### src/rtl/noc_flit_pkg.sv
// Flit format definitions shared by the injector and its FIFO.
package noc_flit_pkg;

    // Two-bit flit type carried in the top bits of every flit
    typedef enum logic [1:0] {
        BODY   = 2'b00,
        TAIL   = 2'b01,
        HEAD   = 2'b10,
        SINGLE = 2'b11
    } flit_type_e;

    localparam int unsigned FLIT_W   = 32;
    localparam int unsigned TYPE_MSB = FLIT_W - 1;
    localparam int unsigned TYPE_LSB = FLIT_W - 2;

    // Type field position for an arbitrary flit width
    function automatic int unsigned type_msb(input int unsigned w);
        return w - 1;
    endfunction

    function automatic int unsigned type_lsb(input int unsigned w);
        return w - 2;
    endfunction

    // Head-flit destination field positions: X above Y, each cw bits
    function automatic int unsigned dest_x_msb(input int unsigned cw);
        return 2 * cw - 1;
    endfunction

    function automatic int unsigned dest_x_lsb(input int unsigned cw);
        return cw;
    endfunction

    function automatic int unsigned dest_y_msb(input int unsigned cw);
        return cw - 1;
    endfunction

    // TAIL and SINGLE both close a packet
    function automatic logic is_tail(input flit_type_e t);
        return (t == TAIL) || (t == SINGLE);
    endfunction

endpackage

### src/rtl/noc_sync_injector_if.sv
// Core-side flit stream: valid/data from the core, ready back from the injector.
interface noc_sync_injector_if #(
    parameter int unsigned WIDTH = 32
) ();
    logic             in_valid;
    logic [WIDTH-1:0] in_data;
    logic             in_ready;

    modport master (output in_valid, output in_data, input  in_ready);
    modport slave  (input  in_valid, input  in_data, output in_ready);
endinterface

### src/rtl/flit_fifo.sv
// Synchronous flit FIFO; push and pop may coincide whenever it is not full.
module flit_fifo #(
    parameter int unsigned WIDTH = 32,
    parameter int unsigned DEPTH = 8
) (
    input  logic             clk,
    input  logic             reset,
    input  logic             i_push,
    input  logic             i_pop,
    input  logic [WIDTH-1:0] i_din,
    output logic [WIDTH-1:0] o_head,
    output logic             o_full,
    output logic             o_empty
);
    localparam int unsigned PTR_W = $clog2(DEPTH);
    localparam int unsigned CNT_W = PTR_W + 1;

    logic [WIDTH-1:0] r_mem [DEPTH];
    logic [PTR_W-1:0] r_wr_ptr;
    logic [PTR_W-1:0] r_rd_ptr;
    logic [CNT_W-1:0] r_count;
    logic             w_push;
    logic             w_pop;

    assign o_full  = (r_count == CNT_W'(DEPTH));
    assign o_empty = (r_count == '0);
    assign w_push  = i_push && !o_full;
    assign w_pop   = i_pop && !o_empty;
    assign o_head  = r_mem[r_rd_ptr];

    // Storage array, not reset: emptiness is tracked by the count alone
    always_ff @(posedge clk) begin
        if (w_push) begin
            r_mem[r_wr_ptr] <= i_din;
        end
    end

    // Pointers wrap modulo DEPTH (power of two); count tracks occupancy
    always_ff @(posedge clk) begin
        if (!reset) begin
            r_wr_ptr <= '0;
            r_rd_ptr <= '0;
            r_count  <= '0;
        end else begin
            if (w_push) begin
                r_wr_ptr <= r_wr_ptr + PTR_W'(1);
            end
            if (w_pop) begin
                r_rd_ptr <= r_rd_ptr + PTR_W'(1);
            end
            if (w_push && !w_pop) begin
                r_count <= r_count + CNT_W'(1);
            end else if (w_pop && !w_push) begin
                r_count <= r_count - CNT_W'(1);
            end
        end
    end
endmodule

### src/rtl/noc_sync_injector.sv
// Buffers core flits and emits them as 2-phase bundled data towards the router.
module noc_sync_injector
    import noc_flit_pkg::*;
#(
    parameter int unsigned WIDTH     = 32,
    parameter int unsigned DEPTH     = 8,
    parameter int unsigned COORD_W   = 4,
    parameter int unsigned SETUP_CYC = 1,
    parameter int unsigned CNT_W     = 16
) (
    input  logic                 clk,
    input  logic                 reset,
    input  logic                 inject_en,
    noc_sync_injector_if.slave   core,
    output logic                 req_o,
    output logic [WIDTH-1:0]     data_o,
    input  logic                 ack_i,
    output logic                 busy_o,
    output logic [CNT_W-1:0]     flits_sent_o,
    output logic [CNT_W-1:0]     pkts_sent_o
);
    localparam int unsigned T_MSB = type_msb(WIDTH);
    localparam int unsigned T_LSB = type_lsb(WIDTH);
    localparam int unsigned SET_W = (SETUP_CYC > 1) ? $clog2(SETUP_CYC) : 1;

    if (SETUP_CYC < 1 || DEPTH < 2 || (DEPTH & (DEPTH - 1)) != 0 ||
        dest_x_msb(COORD_W) >= T_LSB) begin : g_bad_params
        $error("noc_sync_injector: illegal parameter combination");
    end

    typedef enum logic [1:0] {S_IDLE, S_SETUP, S_WAIT} state_e;

    state_e           r_state;
    logic [SET_W-1:0] r_setup_cnt;
    logic [1:0]       r_ack_sync;
    logic             r_live;
    logic             r_req;
    logic [WIDTH-1:0] r_data;
    logic             r_busy;
    logic             r_in_pkt;
    logic [CNT_W-1:0] r_flits;
    logic [CNT_W-1:0] r_pkts;

    logic             w_ack_s;
    logic             w_full;
    logic             w_empty;
    logic [WIDTH-1:0] w_head;
    logic             w_in_ready;
    logic             w_push;
    logic             w_done;
    logic             w_start;

    assign w_ack_s    = r_ack_sync[1];
    assign w_in_ready = r_live && !w_full;
    assign w_push     = core.in_valid && w_in_ready;
    assign w_done     = (r_state == S_WAIT) && (w_ack_s == r_req);
    assign w_start    = (r_state == S_IDLE) && !w_empty && (r_in_pkt || inject_en);

    flit_fifo #(.WIDTH(WIDTH), .DEPTH(DEPTH)) u_fifo (
        .clk     (clk),
        .reset   (reset),
        .i_push  (w_push),
        .i_pop   (w_done),
        .i_din   (core.in_data),
        .o_head  (w_head),
        .o_full  (w_full),
        .o_empty (w_empty)
    );

    // Ack synchronizer and the out-of-reset flag that gates in_ready
    always_ff @(posedge clk) begin
        if (!reset) begin
            r_ack_sync <= 2'b00;
            r_live     <= 1'b0;
        end else begin
            r_ack_sync <= {r_ack_sync[0], ack_i};
            r_live     <= 1'b1;
        end
    end

    // Transfer FSM: load head, hold it for the bundling margin, toggle req, await matching ack
    always_ff @(posedge clk) begin
        if (!reset) begin
            r_state     <= S_IDLE;
            r_setup_cnt <= '0;
            r_req       <= 1'b0;
            r_data      <= '0;
            r_busy      <= 1'b0;
            r_in_pkt    <= 1'b0;
            r_flits     <= '0;
            r_pkts      <= '0;
        end else begin
            case (r_state)
                S_IDLE: begin
                    if (w_start) begin
                        r_data      <= w_head;
                        r_setup_cnt <= '0;
                        r_busy      <= 1'b1;
                        r_state     <= S_SETUP;
                    end
                end
                S_SETUP: begin
                    if (r_setup_cnt == SET_W'(SETUP_CYC - 1)) begin
                        r_req   <= ~r_req;
                        r_state <= S_WAIT;
                    end else begin
                        r_setup_cnt <= r_setup_cnt + SET_W'(1);
                    end
                end
                S_WAIT: begin
                    if (w_done) begin
                        r_flits <= r_flits + CNT_W'(1);
                        if (is_tail(flit_type_e'(r_data[T_MSB:T_LSB]))) begin
                            r_pkts   <= r_pkts + CNT_W'(1);
                            r_in_pkt <= 1'b0;
                        end else begin
                            r_in_pkt <= 1'b1;
                        end
                        r_busy  <= 1'b0;
                        r_state <= S_IDLE;
                    end
                end
                default: begin
                    r_state <= S_IDLE;
                end
            endcase
        end
    end

    assign core.in_ready = w_in_ready;
    assign req_o         = r_req;
    assign data_o        = r_data;
    assign busy_o        = r_busy;
    assign flits_sent_o  = r_flits;
    assign pkts_sent_o   = r_pkts;
endmodule
### src/flat_wrapper.sv
// flat-port wrapper written by rule: the top's interface ports become plain ports
module noc_sync_injector_flat import noc_flit_pkg::*;
#(
    parameter int unsigned WIDTH     = 32,
    parameter int unsigned DEPTH     = 8,
    parameter int unsigned COORD_W   = 4,
    parameter int unsigned SETUP_CYC = 1,
    parameter int unsigned CNT_W     = 16
)
  (clk, reset, inject_en, req_o, data_o, ack_i, busy_o, flits_sent_o, pkts_sent_o, core_in_valid, core_in_data, core_in_ready);
  noc_sync_injector_if #(.WIDTH(WIDTH)) core_i ();
  input  logic clk;
  input  logic reset;
  input  logic inject_en;
  output logic req_o;
  output logic [WIDTH-1:0] data_o;
  input  logic ack_i;
  output logic busy_o;
  output logic [CNT_W-1:0] flits_sent_o;
  output logic [CNT_W-1:0] pkts_sent_o;
  input wire logic [$bits(core_i.in_valid)-1:0] core_in_valid;
  input wire logic [$bits(core_i.in_data)-1:0] core_in_data;
  output wire logic [$bits(core_i.in_ready)-1:0] core_in_ready;
  assign core_i.in_valid = core_in_valid;
  assign core_i.in_data = core_in_data;
  assign core_in_ready = core_i.in_ready;
  noc_sync_injector #(.WIDTH(WIDTH), .DEPTH(DEPTH), .COORD_W(COORD_W), .SETUP_CYC(SETUP_CYC), .CNT_W(CNT_W)) u_core (.clk(clk), .reset(reset), .inject_en(inject_en), .core(core_i), .req_o(req_o), .data_o(data_o), .ack_i(ack_i), .busy_o(busy_o), .flits_sent_o(flits_sent_o), .pkts_sent_o(pkts_sent_o));
endmodule
### config.mk
export PLATFORM = sky130hd
export DESIGN_NAME = noc_sync_injector_flat
export DESIGN_NICKNAME = d
export VERILOG_FILES = /design/src/rtl/noc_flit_pkg.sv /design/src/rtl/noc_sync_injector_if.sv /design/src/rtl/flit_fifo.sv /design/src/rtl/noc_sync_injector.sv /design/src/flat_wrapper.sv
export SDC_FILE = /design/constraint.sdc
export NUM_CORES = 1
export LEC_CHECK = 0
export BUFFER_PORTS_ARGS = -buffer_cell sky130_fd_sc_hd__buf_2
export CAP_MARGIN = 20
export CORE_ASPECT_RATIO = 1.2
export CORE_MARGIN = 2
export CORE_UTILIZATION = 45
export DETAILED_ROUTE_END_ITERATION = 8
export GPL_ROUTABILITY_DRIVEN = 0
export PLACE_DENSITY = 0.7
export SYNTH_ARGS = -nofsm -noshare
export SYNTH_HDL_FRONTEND = slang
export SYNTH_HIERARCHICAL = 1
export SYNTH_SLANG_ARGS = --single-unit
### constraint.sdc
create_clock -name clk -period 10.4 [get_ports clk]
set_input_delay 2.08 -clock clk [delete_from_list [all_inputs] [get_ports clk]]
set_output_delay 2.08 -clock clk [all_outputs]
set_load 0.01 [all_outputs]
==> flow_summary_export.csv, run 1 <==
group,metric,value,unit
clock_network,tritoncts,"done",
synth,synth_enable_flop_cells,256,
sta,slew_viols_final,0,
power_and_ir_drop,irDropWorstVdd,0.1652,mV
worst_setup_path,worstPathRequired,8.32,ns
clock_network,htree_levels,2,
power_and_ir_drop,power.switching,744.7,µW
clock_network,holdBufCountCts,0,
finish,layout_filler_cell_count,2364,
floorplan,fp-row-count,69,
worst_setup_path,crit_path_start_kind,"register",
detailed_routing,dr.pass1.iters,4,
finish,final_nets,943,
detailed_routing,routedWlPerCell,19.19,µm
synth,synth.area.top_cells,"edfxtp_1 (58%), dfxtp_1 (13%), mux4_1 (7.9%)",
synth,ys_seq_elements,341,
finish,final_cells,1316,
floorplan,starting_density,0.4537,
power_and_ir_drop,clock_power_share,0.406,
placement,dpl_worst_slack,6.246,ns
clock_network,postCtsSetupRepairBufs,0,
grt,global_route.usage.met3,0.02944,
worst_setup_path,worst_setup_path_end_kind,"output port",
grt,grt_pass1_wl,39.11,mm
finish,post-route-util,0.5276,
power_and_ir_drop,power.switching_fraction,0.2349,
worst_setup_path,critical-path-max-stage-delay,0.61,ns
detailed_routing,postRouteAntennaNets,0,
sta,hold_viol,0,
worst_setup_path,data_arrival_time_of_the_critical_path,1.79,ns
sta,clock_skew,0.01170,ns
synth,syn-instance-count,784,
detailed_routing,drt_wl_total,25.26,mm
grt,gr-usage-all-layers,0.1621,
clock_network,tritoncts.num_buffers,36,
power_and_ir_drop,share_comb_of_total_power,0.099,
synth,yosys_top_cell_area_share,0.5773,
synth,yosys_warnings,6,
clock_network,cts-resized-gates,0,
power_and_ir_drop,power_density,204.7,mW/mm²
power_and_ir_drop,p_leak,0.005236,µW
clock_network,root_buffer,"clkbuf_16",
synth,syn-mean-instance-area,16.99,µm²
detailed_routing,drt_drc_violations_left,0,
sta,whs,0.4477,ns
clock_network,insertion_delay,0.52,ns
detailed_routing,route.vias.total,7114,
grt,busiest_layer,"met2",
placement,numPortBuffers,103,
detailed_routing,viasPerCell,5.406,
finish,post_route_cells_drive_above_1_share,0.2616,
finish,layout.cells.most_common_list,"edfxtp_1 (256), buf_2 (103), dfxtp_1 (82)",
clock_network,cts-root-to-sink-buffers,3,
hold_path,hold_path.class,"reg2reg",
grt,groute.layer.met2.usage,0.2922,
grt,antenna_found_initial,1,
worst_setup_path,library_cell_contributing_the_largest_single_delay_on_the_critical_path,"or4b_4",
synth,synth.lib_cells_used.distinct,42,
clock_network,clkSinkCount,341,
finish,syn_to_final_growth,16.29,%
floorplan,die_span_in_y,192.4,µm
synth,yosys_most_used_dff,"edfxtp_1",
floorplan,floorplan.core_area,0.02935,mm²
grt,global_route.usage.met1,0.2039,
sta,finalSetupViolCount,0,
worst_setup_path,critical_path_class,"reg2out",
sta,finalWorstSetupSlack,6.530,ns
worst_setup_path,crit_path_max_fanout,6,
sta,max_slew.worst_pin.slew,1.087,ns
floorplan,die_area,0.03099,mm²
power_and_ir_drop,seq_power_share,0.495,
sta,fin_crit_sh,0.3721,
grt,grt.overflow.total,0,
sta,tns,0,ns
finish,layout_commonest_cell,"edfxtp_1",
clock_network,clk_pin_slew_worst_paths,0.06,ns
floorplan,design.portCount,104,
worst_setup_path,ff2ff_path_depth,10,
placement,place.detailed.instances,1249,
flow_run,drv_cap,0,
synth,yosysTopAreaCell,"edfxtp_1",
power_and_ir_drop,p_int,2425,µW
hold_path,holdPathStages,1,
worst_setup_path,timing.critical_path.cells,"or4b_4 -> inv_1 -> nor2b_1 -> buf_2",
sta,grt_setup_unrepaired,"no",
placement,place.detailed.hpwl,14.76,mm
floorplan,die_w,161.0,µm
outcome,run_status,"finished, final reports clean",
synth,postSynthNetCount,829,
synth,ys_seq_area_frac,0.7051,
synth,post_synthesis_cell_area,0.01332,mm²
grt,first_global_vias,7017,
grt,grt_max_degree,65,
sta,max-slew-margin-rel,0.2734,
sta,layout_min_cycle_time,3.870,ns
synth,asyncSetResetFlopFracSynth,0,
detailed_routing,detailedRoute.firstIterationViolations,720,
sta,fmax,258.4,MHz
[worst max-delay path: cells and delay by family (launching register included)]
kind,cells,cell delay (ns)
buffers and inverters,2,0.21
flip-flops,1,0.39
AND/OR/NAND/NOR,2,0.66
[power groups by stage]
| stage | Combinational [µW] | Sequential [µW] | Clock, µW |
|---|---|---|---|
| floorplan | 193 | 1610 | 0 |
| global route | 350 | 1580 | 1370 |
| finish | 314 | 1570 | 1290 |
| detailed placement | 319 | 1600 | 0 |
| global placement | 311 | 1600 | 0 |
| CTS | 320 | 1570 | 1320 |
[layout make-up]
class / instances / area (µm²) / area share
Clock inverter: 19 / 231.5 / 0.01495
Clock buffer: 46 / 969.7 / 0.06262
Sequential cell: 341 / 9395 / 0.6067
Multi-Input combinational cell: 394 / 3736 / 0.2413
Antenna cell: 1 / 2.502 / 0.0001616
Tap cell: 390 / 488.0 / 0.03151
Inverter: 10 / 37.54 / 0.002424
Timing Repair Buffer: 115 / 625.6 / 0.04040
[synth_stat cells (all sizes together), types with 2 or more instances]
cell type and n:
nor3 8, edfxtp 256, or3 4, nand2b 7, o31ai 13, inv 10, and3 2, a21oi 52
mux2 32, xnor2 13, nand2 81, buf 19, and2 10, mux4 64, o41ai 2, dfxtp 85
nor2 24, and4 4, or4 14, mux2i 5, clkbuf 20, xor2 8, o21ai 6, nor4 6
nor2b 4, ha 7, nand3 16, nand4 4
[registers in the layout, indices dropped and copies added, names as in the netlist, named ones only]
register / count
u_core/busy_o: 1
u_core/data_o: 32
u_core/flits_sent_o: 16
u_core/pkts_sent_o: 16
u_core/r_ack_sync: 2
u_core/r_in_pkt: 1
u_core/r_live: 1
u_core/r_state: 2
u_core/req_o: 1
u_core/u_fifo/r_count: 4
u_core/u_fifo/r_mem: 256
u_core/u_fifo/r_rd_ptr: 3
u_core/u_fifo/r_wr_ptr: 3
[cells by family after synthesis]
group                    share of synthesized area
AND/OR/NAND/NOR                            0.06943
adder cells (fa/ha/maj)                   0.008080
AO/OA/AOI/OAI                              0.03411
multiplexers                                0.1503
buffers and inverters                      0.01860
flip-flops                                  0.7051
XOR/XNOR                                   0.01438
[metrics by stage]
| stage | area, µm² | power (µW) |
|---|---|---|
| after floorplan | 13320 | 1801 |
| after global placement | 14250 | 1907 |
| after detailed placement | 14250 | 1918 |
| after CTS | 15460 | 3207 |
| after global routing | 15480 | 3297 |
| final | 15490 | 3170 |
[final timing paths]
path,to,from,slack (ns)
min,u_core/r_ack_sync[1],u_core/r_ack_sync[0],0.45
max reg2reg,u_core/u_fifo/r_count[3],u_core/req_o,7.44
min reg2reg,u_core/r_ack_sync[1],u_core/r_ack_sync[0],0.45
max,core_in_ready,u_core/u_fifo/r_count[1],6.53
[routing by layer]
layer / share of wire / vias up
met5: 0 / -
met4: 0.014 / 0
met3: 0.052 / 29
met2: 0.53 / 197
met1: 0.41 / 3579
li1: - / 3309
No activity file was read; power rests on OpenSTA's default activity.
==> inputs of run 2 (changes only) <==
Clock period 10.4 ns to 3.8 ns, I/O delays scaled along.
==> run 2 against run 1 <==
Net effect:
- sequential share of layout area grew 0.19 points
- critical endpoint is now u_core/u_fifo/r_count[3]
- wire length increased by 1.5%
- highest routed layer is now met5
- global-route usage rose by 0.37 points
- cell count grew 0.46%
==> flow_summary_export.csv, run 2 (same netlist as run 1, synthesis figures left out) <==
group,metric,value,unit
finish,layout.cells.most_common_list,"edfxtp_1 (256), buf_2 (103), dfxtp_1 (82)",
worst_setup_path,worst_setup_path_end_kind,"register",
finish,post_route_cells_drive_above_1_share,0.2607,
sta,hold_viol,0,
grt,antenna_found_initial,1,
sta,grt_setup_unrepaired,"no",
worst_setup_path,timing.critical_path.cells,"or4b_4 -> inv_1 -> nor2b_1 -> and2_1 -> nand2_4 -> inv_1 -> ha_1 -> inv_1 -> ha_1 -> a21oi_1 -> a211oi_1 -> a31oi_1 -> mux2i_1",
sta,layout_min_cycle_time,2.914,ns
detailed_routing,route.vias.total,7186,
clock_network,holdBufCountCts,0,
hold_path,hold_path.class,"reg2reg",
detailed_routing,viasPerCell,5.436,
detailed_routing,maxUsedRoutingLayer,"met5",
worst_setup_path,worstPathRequired,4.25,ns
worst_setup_path,ff2ff_path_depth,13,
floorplan,fp-row-count,69,
sta,max-slew-margin-rel,0.3168,
clock_network,clk_pin_slew_worst_paths,0.06,ns
detailed_routing,detailedRoute.firstIterationViolations,688,
finish,largest_register,"u_core/u_fifo/r_mem",
worst_setup_path,library_cell_contributing_the_largest_single_delay_on_the_critical_path,"or4b_4",
floorplan,die_span_in_y,192.4,µm
detailed_routing,dr.pass1.iters,4,
grt,grt.overflow.total,0,
finish,final_nets,951,
finish,post-route-util,0.5259,
worst_setup_path,critical-path-top-cell-by-count,"inv_1",
hold_path,holdPathStages,2,
finish,final_cells,1322,
sta,whs,0.4518,ns
grt,grt_pass1_wl,39.76,mm
floorplan,floorplan.core_area,0.02935,mm²
clock_network,postCtsSetupRepairBufs,0,
clock_network,root_buffer,"clkbuf_16",
grt,grt_max_degree,39,
sta,clock_skew,0.01685,ns
placement,dpl_worst_slack,0.9161,ns
sta,finalSetupViolCount,0,
floorplan,design.portCount,104,
clock_network,cts-resized-gates,0,
power_and_ir_drop,p_leak,0.005219,µW
sta,fmax,343.2,MHz
worst_setup_path,critical-path-max-stage-delay,0.61,ns
sta,slew_viols_final,0,
power_and_ir_drop,power_density,545.5,mW/mm²
grt,gr-usage-all-layers,0.1658,
finish,diodes_inserted,0,
floorplan,die_area,0.03099,mm²
clock_network,tritoncts.num_buffers,35,
grt,first_global_vias,7008,
worst_setup_path,crit_path_start_kind,"register",
worst_setup_path,data_arrival_time_of_the_critical_path,3.36,ns
placement,place.detailed.instances,1259,
power_and_ir_drop,irDropWorstVdd,0.4083,mV
finish,layout_commonest_cell,"edfxtp_1",
finish,largest_register_ffs,256,
flow_run,drv_cap,0,
worst_setup_path,worst-path-stages,13,
sta,finalWorstSetupSlack,0.8865,ns
placement,place.detailed.hpwl,15.37,mm
worst_setup_path,critical_path_s_top_delay_family,"simple AND/OR/NAND/NOR gates",
sta,tns,0,ns
detailed_routing,met2_length,13.28,mm
finish,syn_to_final_growth,15.93,%
worst_setup_path,crit_path_max_fanout,7,
sta,max_slew.worst_pin.slew,1.025,ns
floorplan,die_w,161.0,µm
floorplan,starting_density,0.4537,
clock_network,tritoncts,"done",
clock_network,clkSinkCount,341,
placement,numPortBuffers,103,
clock_network,cts-root-to-sink-buffers,3,
detailed_routing,wl_met3,1.229,mm
outcome,run_status,"finished, final reports clean",
clock_network,insertion_delay,0.52,ns
worst_setup_path,critical_path_class,"reg2reg",
detailed_routing,postRouteAntennaNets,0,
detailed_routing,m1_wire_length,10.62,mm
worst_setup_path,critPathBufInv,3,
sta,fin_crit_sh,0.7667,
detailed_routing,drt_wl_total,25.63,mm
clock_network,htree_levels,2,
detailed_routing,routedWlPerCell,19.39,µm
detailed_routing,drt_drc_violations_left,0,
-- run 2: cell count changes in the layout (fill, tap and decap cells not counted), sizes merged --
cell and change:
clkinv -1, buf +9, clkinvlp -1, diode -1, inv -1, bufinv -3, clkbuf +4
-- run 2: area by class of cell --
| class | count | area, µm² |
|---|---|---|
| clock buffer | 50 | 983.4 |
| fill | 2339 | 13920 |
| multi-input combinational | 394 | 3750 |
| timing repair buffer | 124 | 673.1 |
| clock inverter | 13 | 110.1 |
| sequential | 341 | 9395 |
| tap | 390 | 488.0 |
| inverter | 10 | 37.54 |
-- run 2: stage by stage --
stage          instance area [µm²]  total power (µW)
3_5_place_dp                 14340              5272
6_report                     15440              8421
2_1_floorplan                13330              4928
3_3_place_gp                 14340              5246
5_1_grt                      15440              8767
4_1_cts                      15440              8521
-- run 2: final timing paths --
kind / startpoint / endpoint / slack (ns)
worst max-delay path: u_core/u_fifo/r_count[1] / u_core/u_fifo/r_count[3] / 0.89
worst min-delay path: u_core/data_o[23] / u_core/data_o[23] / 0.45
worst max register to register: u_core/u_fifo/r_count[1] / u_core/u_fifo/r_count[3] / 0.89
worst min register to register: u_core/data_o[23] / u_core/data_o[23] / 0.45
-- run 2: power by group --
group | total (µW) | switching, µW | leakage (µW) | internal [µW]
registers | 4310 | 120 | 0.00300 | 4190
logic | 873 | 515 | 0.00169 | 358
clock network | 3240 | 1360 | 0.000527 | 1880
total | 8420 | 1990 | 0.00522 | 6430
-- run 2: worst register-to-register path, cell delays in order (launching register included) --
cell	delay [ns]
dfxtp_1	0.40
or4b_4	0.61
inv_1	0.07
nor2b_1	0.04
and2_1	0.19
nand2_4	0.13
inv_1	0.09
ha_1	0.21
inv_1	0.15
ha_1	0.29
a21oi_1	0.19
a211oi_1	0.10
a31oi_1	0.18
mux2i_1	0.19
-- run 2: layer usage --
| layer | track usage | vias to the layer above |
|---|---|---|
| met3 | 0.02751 | 43 |
| met5 | 0 | - |
| met2 | 0.2940 | 187 |
| met1 | 0.2117 | 3613 |
| li1 | - | 3341 |
| met4 | 0.04739 | 2 |
==> inputs of run 3 (changes only) <==
Settings changed: ABC_AREA set to 1.
Clock period 3.8 ns to 3.1 ns, I/O delays scaled along.
==> run 3 against run 2 <==
Net effect:
- sequential power rose by 20%
- register-to-register slack worse by 0.36 ns
- combinational power grew 18%
- via count rose by 35%
- largest cell class unchanged
==> flow_summary_export.csv, run 3 <==
group,metric,value,unit
synth,syn-mean-instance-area,10.18,µm²
synth,post_synthesis_cell_area,0.01398,mm²
sta,finalWorstSetupSlack,0.5258,ns
sta,max_slew.worst_pin.slew,0.8463,ns
floorplan,design.portCount,104,
detailed_routing,drt_wl_total,29.75,mm
placement,place.detailed.hpwl,16.66,mm
clock_network,postCtsSetupRepairBufs,0,
power_and_ir_drop,power.switching_fraction,0.2336,
worst_setup_path,data_arrival_time_of_the_critical_path,2.98,ns
floorplan,fp-row-count,70,
synth,asyncSetResetFlopFracSynth,0,
clock_network,insertion_delay,0.50,ns
worst_setup_path,worstPathRequired,3.50,ns
clock_network,cts-root-to-sink-buffers,3,
power_and_ir_drop,seq_power_share,0.502,
worst_setup_path,worst_setup_path_end_kind,"register",
placement,dpl_worst_slack,0.5269,ns
synth,synth.lib_cells_used.distinct,34,
sta,clock_skew,0.01120,ns
floorplan,starting_density,0.4575,
sta,tns,0,ns
flow_run,drv_cap,0,
floorplan,die_w,164.9,µm
clock_network,clk_pin_slew_worst_paths,0.06,ns
synth,postSynthNetCount,1419,
sta,slew_viols_final,0,
power_and_ir_drop,power_density,643.2,mW/mm²
grt,antenna_found_initial,2,
worst_setup_path,critical-path-max-stage-delay,0.40,ns
hold_path,hold_path.class,"in2reg",
synth,ys_seq_elements,341,
worst_setup_path,library_cell_contributing_the_largest_single_delay_on_the_critical_path,"dfxtp_1",
synth,yosysTopAreaCell,"edfxtp_1",
sta,hold_viol,0,
power_and_ir_drop,clock_power_share,0.398,
detailed_routing,drt_drc_violations_left,0,
placement,numPortBuffers,103,
clock_network,htree_levels,2,
power_and_ir_drop,power.switching,2416,µW
worst_setup_path,timing.critical_path.cells,"nor2_1 -> nand3_1 -> inv_1 -> nor3b_1 -> nand2_1 -> inv_1 -> ha_1 -> inv_1 -> ha_1 -> or2_2 -> nand3_1 -> nand3_1 -> nand2_1 -> inv_1",
sta,max-slew-margin-rel,0.4358,
finish,layout.cells.most_common_list,"nor2_1 (316), edfxtp_1 (256), nand2_1 (251)",
finish,layout_commonest_cell,"nor2_1",
grt,grt.overflow.total,0,
synth,synth.area.top_cells,"edfxtp_1 (55%), dfxtp_1 (12%), nor2_1 (8.7%)",
grt,grt_max_degree,129,
clock_network,tritoncts,"done",
outcome,run_status,"finished, final reports clean",
finish,post_route_cells_drive_above_1_share,0.1286,
grt,first_global_vias,9102,
sta,finalSetupViolCount,0,
synth,yosys_top_cell_area_share,0.5497,
detailed_routing,viasPerCell,5.121,
detailed_routing,postRouteAntennaNets,0,
sta,layout_min_cycle_time,2.574,ns
grt,grt_pass1_wl,46.62,mm
finish,final_nets,1513,
worst_setup_path,crit_path_max_fanout,4,
detailed_routing,detailedRoute.firstIterationViolations,665,
floorplan,die_span_in_y,197.1,µm
detailed_routing,route.vias.total,9678,
synth,yosys_most_used_dff,"edfxtp_1",
sta,grt_setup_unrepaired,"no",
synth,yosys.cell_count.top_type,"nor2_1",
detailed_routing,routedWlPerCell,15.74,µm
power_and_ir_drop,p_int,7926,µW
synth,yosys_warnings,6,
synth,synth_top_cells_by_count,"nor2_1 (324), edfxtp_1 (256), nand2_1 (251), o21ai_0 (143), inv_1 (88)",
floorplan,die_area,0.03251,mm²
clock_network,cts-resized-gates,0,
power_and_ir_drop,share_comb_of_total_power,0.099,
power_and_ir_drop,p_leak,0.006234,µW
finish,layout_filler_cell_count,2645,
finish,largest_register,"u_core/u_fifo/r_mem",
worst_setup_path,critical-path-top-cell-by-count,"inv_1",
sta,fmax,388.5,MHz
finish,syn_to_final_growth,14.98,%
finish,largest_register_ffs,256,
synth,syn-instance-count,1374,
synth,ys_seq_area_frac,0.6714,
detailed_routing,dr.pass1.iters,5,
floorplan,floorplan.core_area,0.03057,mm²
power_and_ir_drop,irDropWorstVdd,0.5045,mV
clock_network,clkSinkCount,341,
sta,whs,0.3401,ns
sta,fin_crit_sh,0.8304,
worst_setup_path,crit_path_start_kind,"register",
finish,post-route-util,0.5260,
grt,gr-usage-all-layers,0.1823,
clock_network,holdBufCountCts,0,
synth,synth_enable_flop_cells,256,
worst_setup_path,critical_path_class,"reg2reg",
clock_network,root_buffer,"clkbuf_16",
clock_network,tritoncts.num_buffers,35,
[run 3: logic make-up after synthesis]
kind of cell,after synthesis,synth area share
flip-flops,341,0.6714
AND/OR/NAND/NOR,626,0.1782
AO/OA/AOI/OAI,237,0.08527
XOR/XNOR,7,0.004384
adder cells (fa/ha/maj),8,0.007695
buffers and inverters,155,0.05297
[run 3: worst paths after layout]
path | startpoint | endpoint | slack (ns) | depth (start not counted)
hold / removal | ack_i | u_core/r_ack_sync[0] | 0.34 | 3
setup / recovery | u_core/u_fifo/r_count[1] | u_core/u_fifo/r_count[3] | 0.53 | 14
setup reg to reg | u_core/u_fifo/r_count[1] | u_core/u_fifo/r_count[3] | 0.53 | 14
hold reg to reg | u_core/r_ack_sync[0] | u_core/r_ack_sync[1] | 0.42 | 2
[run 3: layer usage]
metal  global-route usage  wire, µm  share of wire
met4              0.06151       548          0.018
met3              0.03212      1812          0.061
met2               0.3155     14850           0.50
met5                    0        27        0.00091
met1               0.2308     12510           0.42
[run 3: power by group through the flow]
stage                     registers, µW  logic (µW)  clock network, µW
final                              5190        1030               4120
after global placement             5280        1010                  0
after global routing               5210        1170               4390
after floorplan                    5340         617                  0
after detailed placement           5290        1030                  0
after CTS                          5190        1040               4210
[run 3: area by class of cell]
type                            instances  area [µm²]  area share
Antenna cell                            1       2.502   0.0001556
Tap cell                              396       495.5     0.03082
Multi-Input combinational cell        878        3925      0.2441
Clock buffer                           49       991.0     0.06163
Timing Repair Buffer                  120       780.7     0.04856
Sequential cell                       341        9394      0.5843
Clock inverter                         13       143.9    0.008949
Inverter                               92       345.3     0.02148
[run 3: metrics by stage]
step                area (µm²)  power, µW  std cells
floorplan                13980       5957       1374
CTS                      16080      10450       1889
global route             16080      10770       1889
detailed placement       14940       6324       1827
global placement         14940       6291       1827
finish                   16080      10340       1890
[run 3: worst max-delay path: cells and delay by family, from the launching register on]
family	cells	cell delay [ns]
adders and majority gates	2	0.50
buffers and inverters	4	0.32
DFF	1	0.40
and+or+nand+nor	8	1.25
